### config.mk
export PLATFORM = sky130hd
export DESIGN_NAME = nn_argmax_classifier
export DESIGN_NICKNAME = d
export VERILOG_FILES = /design/src/rtl/nn_argmax_classifier.sv
export SDC_FILE = /design/constraint.sdc
export NUM_CORES = 1
export LEC_CHECK = 0
export CAP_MARGIN = 20
export CORE_MARGIN = 4
export CORE_UTILIZATION = 57
export CTS_CLUSTER_SIZE = 10
export DETAILED_ROUTE_END_ITERATION = 10
export GPL_ROUTABILITY_DRIVEN = 0
export GPL_TIMING_DRIVEN = 0
export PLACE_DENSITY = 0.88
export REMOVE_ABC_BUFFERS = 1
export SYNTH_ARGS = -nofsm -noshare
export SYNTH_HDL_FRONTEND = slang
export SYNTH_SLANG_ARGS = --single-unit
### constraint.sdc
create_clock -name clk -period 12.34 [get_ports clk]
set_input_delay 2.468 -clock clk [delete_from_list [all_inputs] [get_ports clk]]
set_output_delay 2.468 -clock clk [all_outputs]
set_load 0.05 [all_outputs]
### src/rtl/nn_argmax_classifier.sv
// Argmax stage after the MLP forward pass: captures the output logits on a
// completion edge, scans them one per cycle and hands off class/top1/margin.
module nn_argmax_classifier #(
    parameter int unsigned NUM_CLASSES = 10,
    parameter int unsigned DATA_W      = 16,
    parameter int unsigned IDX_W       = 4
) (
    input  logic                          clk,
    input  logic                          rst_n,
    input  logic                          nn_done,
    input  logic [NUM_CLASSES*DATA_W-1:0] logits,
    output logic                          class_valid,
    input  logic                          class_ready,
    output logic [IDX_W-1:0]              class_idx,
    output logic [DATA_W-1:0]             top1_val,
    output logic [DATA_W:0]               margin,
    output logic                          busy,
    output logic                          overrun,
    output logic [15:0]                   frame_cnt
);

    localparam logic [IDX_W-1:0]  LAST_K  = IDX_W'(NUM_CLASSES - 1);
    localparam logic [DATA_W-1:0] MOST_NEG = {1'b1, {(DATA_W-1){1'b0}}};

    typedef enum logic [1:0] {
        IDLE = 2'd0,
        SCAN = 2'd1,
        HOLD = 2'd2
    } state_t;

    state_t                   state;
    logic                     done_q;
    logic                     capture;
    logic [IDX_W-1:0]         k;
    logic signed [DATA_W-1:0] cap [NUM_CLASSES];
    logic signed [DATA_W-1:0] run_top1;
    logic signed [DATA_W-1:0] run_top2;
    logic [IDX_W-1:0]         run_idx;

    logic signed [DATA_W-1:0] cur;
    logic signed [DATA_W-1:0] nxt_top1;
    logic signed [DATA_W-1:0] nxt_top2;
    logic [IDX_W-1:0]         nxt_idx;
    logic signed [DATA_W:0]   nxt_margin;

    assign capture = nn_done & ~done_q;

    // Running top1/top2 update for the logit at scan position k
    always_comb begin
        cur      = cap[k];
        nxt_top1 = run_top1;
        nxt_top2 = run_top2;
        nxt_idx  = run_idx;
        if (k == '0) begin
            nxt_top1 = cur;
            nxt_top2 = MOST_NEG;
            nxt_idx  = '0;
        end else if (cur > run_top1) begin
            nxt_top2 = run_top1;
            nxt_top1 = cur;
            nxt_idx  = k;
        end else if (cur > run_top2) begin
            nxt_top2 = cur;
        end
        nxt_margin = {nxt_top1[DATA_W-1], nxt_top1} - {nxt_top2[DATA_W-1], nxt_top2};
    end

    // Logit snapshot; only the IDLE capture writes it so later frames are dropped
    always_ff @(posedge clk) begin
        if (state == IDLE && capture) begin
            for (int i = 0; i < NUM_CLASSES; i++) begin
                cap[i] <= logits[i*DATA_W +: DATA_W];
            end
        end
    end

    always_ff @(posedge clk) begin
        if (!rst_n) begin
            state       <= IDLE;
            done_q      <= 1'b0;
            k           <= '0;
            run_top1    <= '0;
            run_top2    <= '0;
            run_idx     <= '0;
            class_valid <= 1'b0;
            class_idx   <= '0;
            top1_val    <= '0;
            margin      <= '0;
            busy        <= 1'b0;
            overrun     <= 1'b0;
            frame_cnt   <= '0;
        end else begin
            done_q <= nn_done;
            if (capture && state != IDLE) begin
                overrun <= 1'b1;
            end
            case (state)
                IDLE: begin
                    if (capture) begin
                        k     <= '0;
                        busy  <= 1'b1;
                        state <= SCAN;
                    end
                end
                SCAN: begin
                    run_top1 <= nxt_top1;
                    run_top2 <= nxt_top2;
                    run_idx  <= nxt_idx;
                    if (k == LAST_K) begin
                        class_idx   <= nxt_idx;
                        top1_val    <= nxt_top1;
                        margin      <= nxt_margin;
                        class_valid <= 1'b1;
                        state       <= HOLD;
                    end else begin
                        k <= k + IDX_W'(1);
                    end
                end
                HOLD: begin
                    if (class_valid && class_ready) begin
                        class_valid <= 1'b0;
                        frame_cnt   <= frame_cnt + 16'd1;
                        busy        <= 1'b0;
                        state       <= IDLE;
                    end
                end
                default: begin
                    state <= IDLE;
                    busy  <= 1'b0;
                end
            endcase
        end
    end

endmodule

Yosys cells after proc, flatten, opt, wreduce, memory -nomap -nowiden
Memories as Yosys holds them, arrays and structs flattened. A register that Yosys moved wholly into a read port is not among the register bits.
Index checks and enable logic that the tools add are counted.
Widths: inputs -> output; s select.
- add/subtract/negate cells: 3
- $lt $le $gt $ge: 2
- equality and inequality tests: 7
- multiplexer cells: 23
- bitwise logic cells: 3
- reductions and logical operators: 14
- operators with widths (kind ; count):
    $mux 16 ; 5
    $gt 16x16->1 ; 2
    $mux 4 ; 6
    $sub 16x16->17 ; 1
    $add 16x1->16 const B ; 1
    $reduce_and 3->1 ; 4
    $ne 2x2->1 const B ; 4
    $pmux 4 s2 ; 1
    $mux 2 ; 3
    $pmux 2 s3 ; 1
    $reduce_bool 2->1 ; 3
    $mux 1 ; 5
    $add 4x1->4 const B ; 1
    $eq 4x4->1 const B ; 1
    $logic_not 4->1 ; 1
    $reduce_and 2->1 ; 2
    $logic_and 1x1->1 ; 3
    $pmux 1 s3 ; 1
    $eq 2x1->1 const B ; 1
    $eq 2x2->1 const B ; 1
    $logic_not 2->1 ; 1
    $not 1->1 ; 2
    $pmux 1 s2 ; 1
    $and 1x1->1 ; 1
- register bits after elaboration: 99
- bits in writable memories: 160
- input bits: 164
- output and inout port bits: 56
- memories: 1
- memory list (memory ; depth ; bits a word ; read ports ; clocked after Yosys merged registers in ; write ports ; line ; source):
    cap ; 10 ; 16 ; 1 ; 1 ; 10 ; 35 ; logic signed [DATA_W-1:0] cap [NUM_CLASSES];

Longest topological paths before layout
- depth after elaboration: 6
- gate-level depth with buffers: 24
- gate-level depth less buffers: 21

Least setup slack after synthesis
Ideal clock, no wire load.
- path type: input to register
- from: input nn_done
- to: register with a tool-made name
- data arrival time: 6301 ps
- path slack: 5903 ps
- cell stages on the path: 6
- path buffers: 0
- cell sequence: nand2b_1 -> nand2b_1 -> inv_1 -> nor2_1 -> nand2_1 -> a21oi_1
- RTL lines (what ; line ; source):
    from (decl) ; 10 ; input logic nn_done,

==> metrics.txt <==
relative slew slack 32.9%; Synth Cell Area roughly 0.012 mm²; Setup-failing EPs final 0; worst-path cell chain nand2b_1 > o22ai_1 > a21oi_1 > ha_1 > nand4_1 > nor4_1 > nand3_1 > nand2_1 > or2_1 > a221oi_1 > or3_1 > ha_1 > a21o_1 > a21oi_1 > o31ai_1 > or3b_2 > o21ai_0 > mux2i_1 > nand2_1; share of layout cells above drive strength 1 under 10%; Clock Pin Slew Worst Setup and Hold Paths roughly 0.060 ns; Util after Layout 73.5%; Initial Util between 50% and 60%; RSZ-0062 raised after global routing false; global routing usage on met1 roughly 32%; vias in the first global route 8934; CTS tree yes; critical path arrival approximately 7.8 ns; Num CTS Buffers 30; initial antenna violation count 0; Worst Slack Setup Final 5.01 ns; Placed Cells roughly 1400; Reg area ~0.007 mm²; final hold vios 0; area share of the largest cell type after synthesis about two fifths; Post-Syn Instances roughly 1000; Starting DRT DRC Count around 670; # fillers roughly 1400; drt pass-1 iters 6; DRT Wirelength 30000 µm; Comb pwr share between 10% and 20%; Worst-Skew Late Latency between 0.5 and 0.6 ns; met2 Usage GRT between 40% and 50%; Chip Height approximately 150 µm; worst-margin pin slew 1.01 ns; NetSw 0.000550 W; Yosys Warn Count 0; area leader, netlist edfxtp_1; buffer count from post-CTS setup fixing 0; Crit. End Element flip-flop; Max Root-Sink Buffers 3; Final #Nets 1421; CP top delay family simple AND/OR/NAND/NOR gates; Hold-fix buffers, CTS 0; VDD IR-drop max around 0.20 mV; CP Buf/Inv Count 0; met3 usage just under 7%; Yosys reg bits ~260; top_reg_cell synth edfxtp_1; diodes inserted 0; fmax 136 MHz; Die Area 0.0236 mm²; Pwr Total approximately 0.0022 W; DRC viols 0; core box area about 0.021 mm²; Lkg Pwr around 5.3 nW; WS Path Type reg2reg; total clock sinks roughly 260; GRT Util Overall about 25%; global route overflow 0; Crit path largest cell delay between 0.9 and 1 ns; switching part of the total between 20% and 30%; crit share post-route 59.4%; Slew Viols, Final 0; worst hold-check path type reg2reg; busiest grt layer met2; IO Port Bufs approximately 220; via count about 8800; status finished, final reports clean; Max Cap Viol 0; pwr dens roughly 140 mW/mm²; largest net degree at the start of global routing ~110; crit path max-delay cell type dfxtp_1; Pint roughly 0.0016 W; Netlist cell types just over 60; total negative slack 0 ns; Placement Setup Slack approximately 5.1 ns; asr flop ratio synth 0%; Clk network pwr share a little under two fifths; IO Count 220; sequential area share after synthesis between 50 and 60%; ranking of synthesized cells by area edfxtp_1 (40%), dfxtp_1 (17%), mux4_2 (6.0%); Final Non-Filler Cells ~1500; Post-CTS Resized 0; Root Buffer clkbuf_16; Final ANT Viol Nets 0; final setup skew 0.0144 ns; H-tree depth 1; count of flip-flops with a built-in enable after synthesis 160; minimum clock period ~7.3 ns; Vias per Instance approximately 6; row count 53; Reg power frac between 40% and 50%; DP HPWL 21100 µm; Die W 154 µm; area grow syn2layout 27.3%; CP Launch Type flip-flop; first-pass GRT wire length ~48000 µm; multi-input logic area 0.00479 mm²; Avg Cell Area, Syn 12.0 µm²; crit-path max FO 32; Req. time, crit path ~13 ns; wire per inst 20.0 µm
-- final timing paths --
| kind | from | endpoint | slack, ns | cells past startpoint |
|---|---|---|---|---|
| worst max-delay path | flip-flop | margin[15] | 5.01 | 19 |
| worst min-delay path | margin[3] | margin[3] | 0.45 | 2 |
| worst max register to register | flip-flop | margin[15] | 5.01 | 19 |
| worst min register to register | margin[3] | margin[3] | 0.45 | 2 |
-- synthesized netlist by cell type, types with 2 or more instances --
master / number
a221oi_1: 14
xor2_1: 13
o22ai_1: 18
o21a_1: 5
nor3_2: 2
o21ba_2: 13
and3_1: 3
nor4_1: 2
buf_1: 4
a211oi_1: 20
edfxtp_1: 160
dfxtp_1: 103
a21boi_2: 2
o21ba_1: 2
nand3b_1: 4
xnor2_1: 7
o21ai_0: 36
or3_1: 21
nor2b_1: 5
mux2i_1: 22
ha_1: 52
clkbuf_1: 38
inv_1: 43
o211ai_1: 6
nand3_1: 40
and2_1: 3
o31ai_1: 17
or2_2: 2
o221ai_1: 2
a31o_1: 14
nor3_1: 9
nand2_1: 80
mux2_2: 13
buf_6: 4
a21oi_1: 50
a31oi_1: 4
mux4_2: 32
nand2b_1: 7
nand4_1: 18
and4_1: 2
buf_2: 10
a21o_1: 5
nor2_1: 77
buf_4: 3
-- cells in the final DEF (no fill, tap or decap), types with 6 or more instances in the layout --
cell type,Yosys,final
a221oi_1,14,14
o31ai_1,17,17
nor2_1,77,77
mux4_2,32,32
clkbuf_1,38,18
o21ai_0,36,36
o21ba_2,13,13
nor3_1,9,9
xor2_1,13,13
o211ai_1,6,6
dfxtp_1,103,101
o22ai_1,18,18
clkbuf_16,0,31
xnor2_1,7,7
or3_1,21,21
a31o_1,14,14
edfxtp_1,160,160
mux2_2,13,13
nand2b_1,7,7
nand2_1,80,80
ha_1,52,52
nand3_1,40,40
nand4_1,18,18
clkdlybuf4s50_1,0,218
mux2i_1,22,22
a211oi_1,20,20
a21oi_1,50,50
inv_1,43,41
-- area by class of cell --
type	count	share of cell area, %
clock buffers	51	5.66
well taps	275	2.24
inverters	43	1.08
multi-input cells	640	31.1
flip-flops and latches	263	44.6
repair buffers	226	15.3
-- power groups by stage --
stage | combinational, W | clock [W] | sequential, W
floorplan | 0.000213 | 0 | 0.00102
global placement | 0.000324 | 0 | 0.00103
detailed placement | 0.000349 | 0 | 0.00102
CTS | 0.000352 | 0.000814 | 0.000999
global route | 0.000392 | 0.000852 | 0.00100
finish | 0.000355 | 0.000806 | 0.000999
-- kinds of logic (layout without fill, tap and decap cells) --
logic type	after synthesis	after routing	share of synthesized area [%]
flip-flops	263	263	56.8
XOR/XNOR	20	20	1.45
AO/OA/AOI/OAI	215	215	12.3
buffers and inverters	102	320	3.61
adder cells (fa/ha/maj)	53	53	5.55
multiplexers	68	68	9.08
AND/OR/NAND/NOR	284	284	11.3
-- registers in the layout, summed over array words and instances, names as in the netlist, 2 cells and up, named ones only --
name / count
cap: 160
margin: 17
frame_cnt: 16
run_top1: 16
run_top2: 16
top1_val: 16
class_idx: 4
k: 4
run_idx: 4
state: 2
-- worst reg2reg max path, stage by stage, from the launching register on --
cell and delay, ns:
dfxtp_1 0.98, nand2b_1 0.76, o22ai_1 0.24, a21oi_1 0.46, ha_1 0.29, nand4_1 0.19, nor4_1 0.41, nand3_1 0.53
nand2_1 0.24, or2_1 0.47, a221oi_1 0.22, or3_1 0.41, ha_1 0.38, a21o_1 0.22, a21oi_1 0.23, o31ai_1 0.18
or3b_2 0.48, o21ai_0 0.22, mux2i_1 0.26, nand2_1 0.06
-- per-stage QoR --
step           area, µm²  hold WS (ns)
2_1_floorplan      11800         0.436
3_3_place_gp       14400         0.439
3_5_place_dp       14500         0.446
4_1_cts            15400         0.455
5_1_grt            15400         0.485
6_report           15400         0.450
-- layer usage --
| metal | share of wire, % | wire length (µm) |
|---|---|---|
| met3 | 8.8 | 2650 |
| met5 | 0 | 0 |
| met2 | 49 | 14800 |
| met4 | 2.0 | 602 |
| met1 | 40 | 12000 |
No activity file was read; power rests on OpenSTA's default activity.
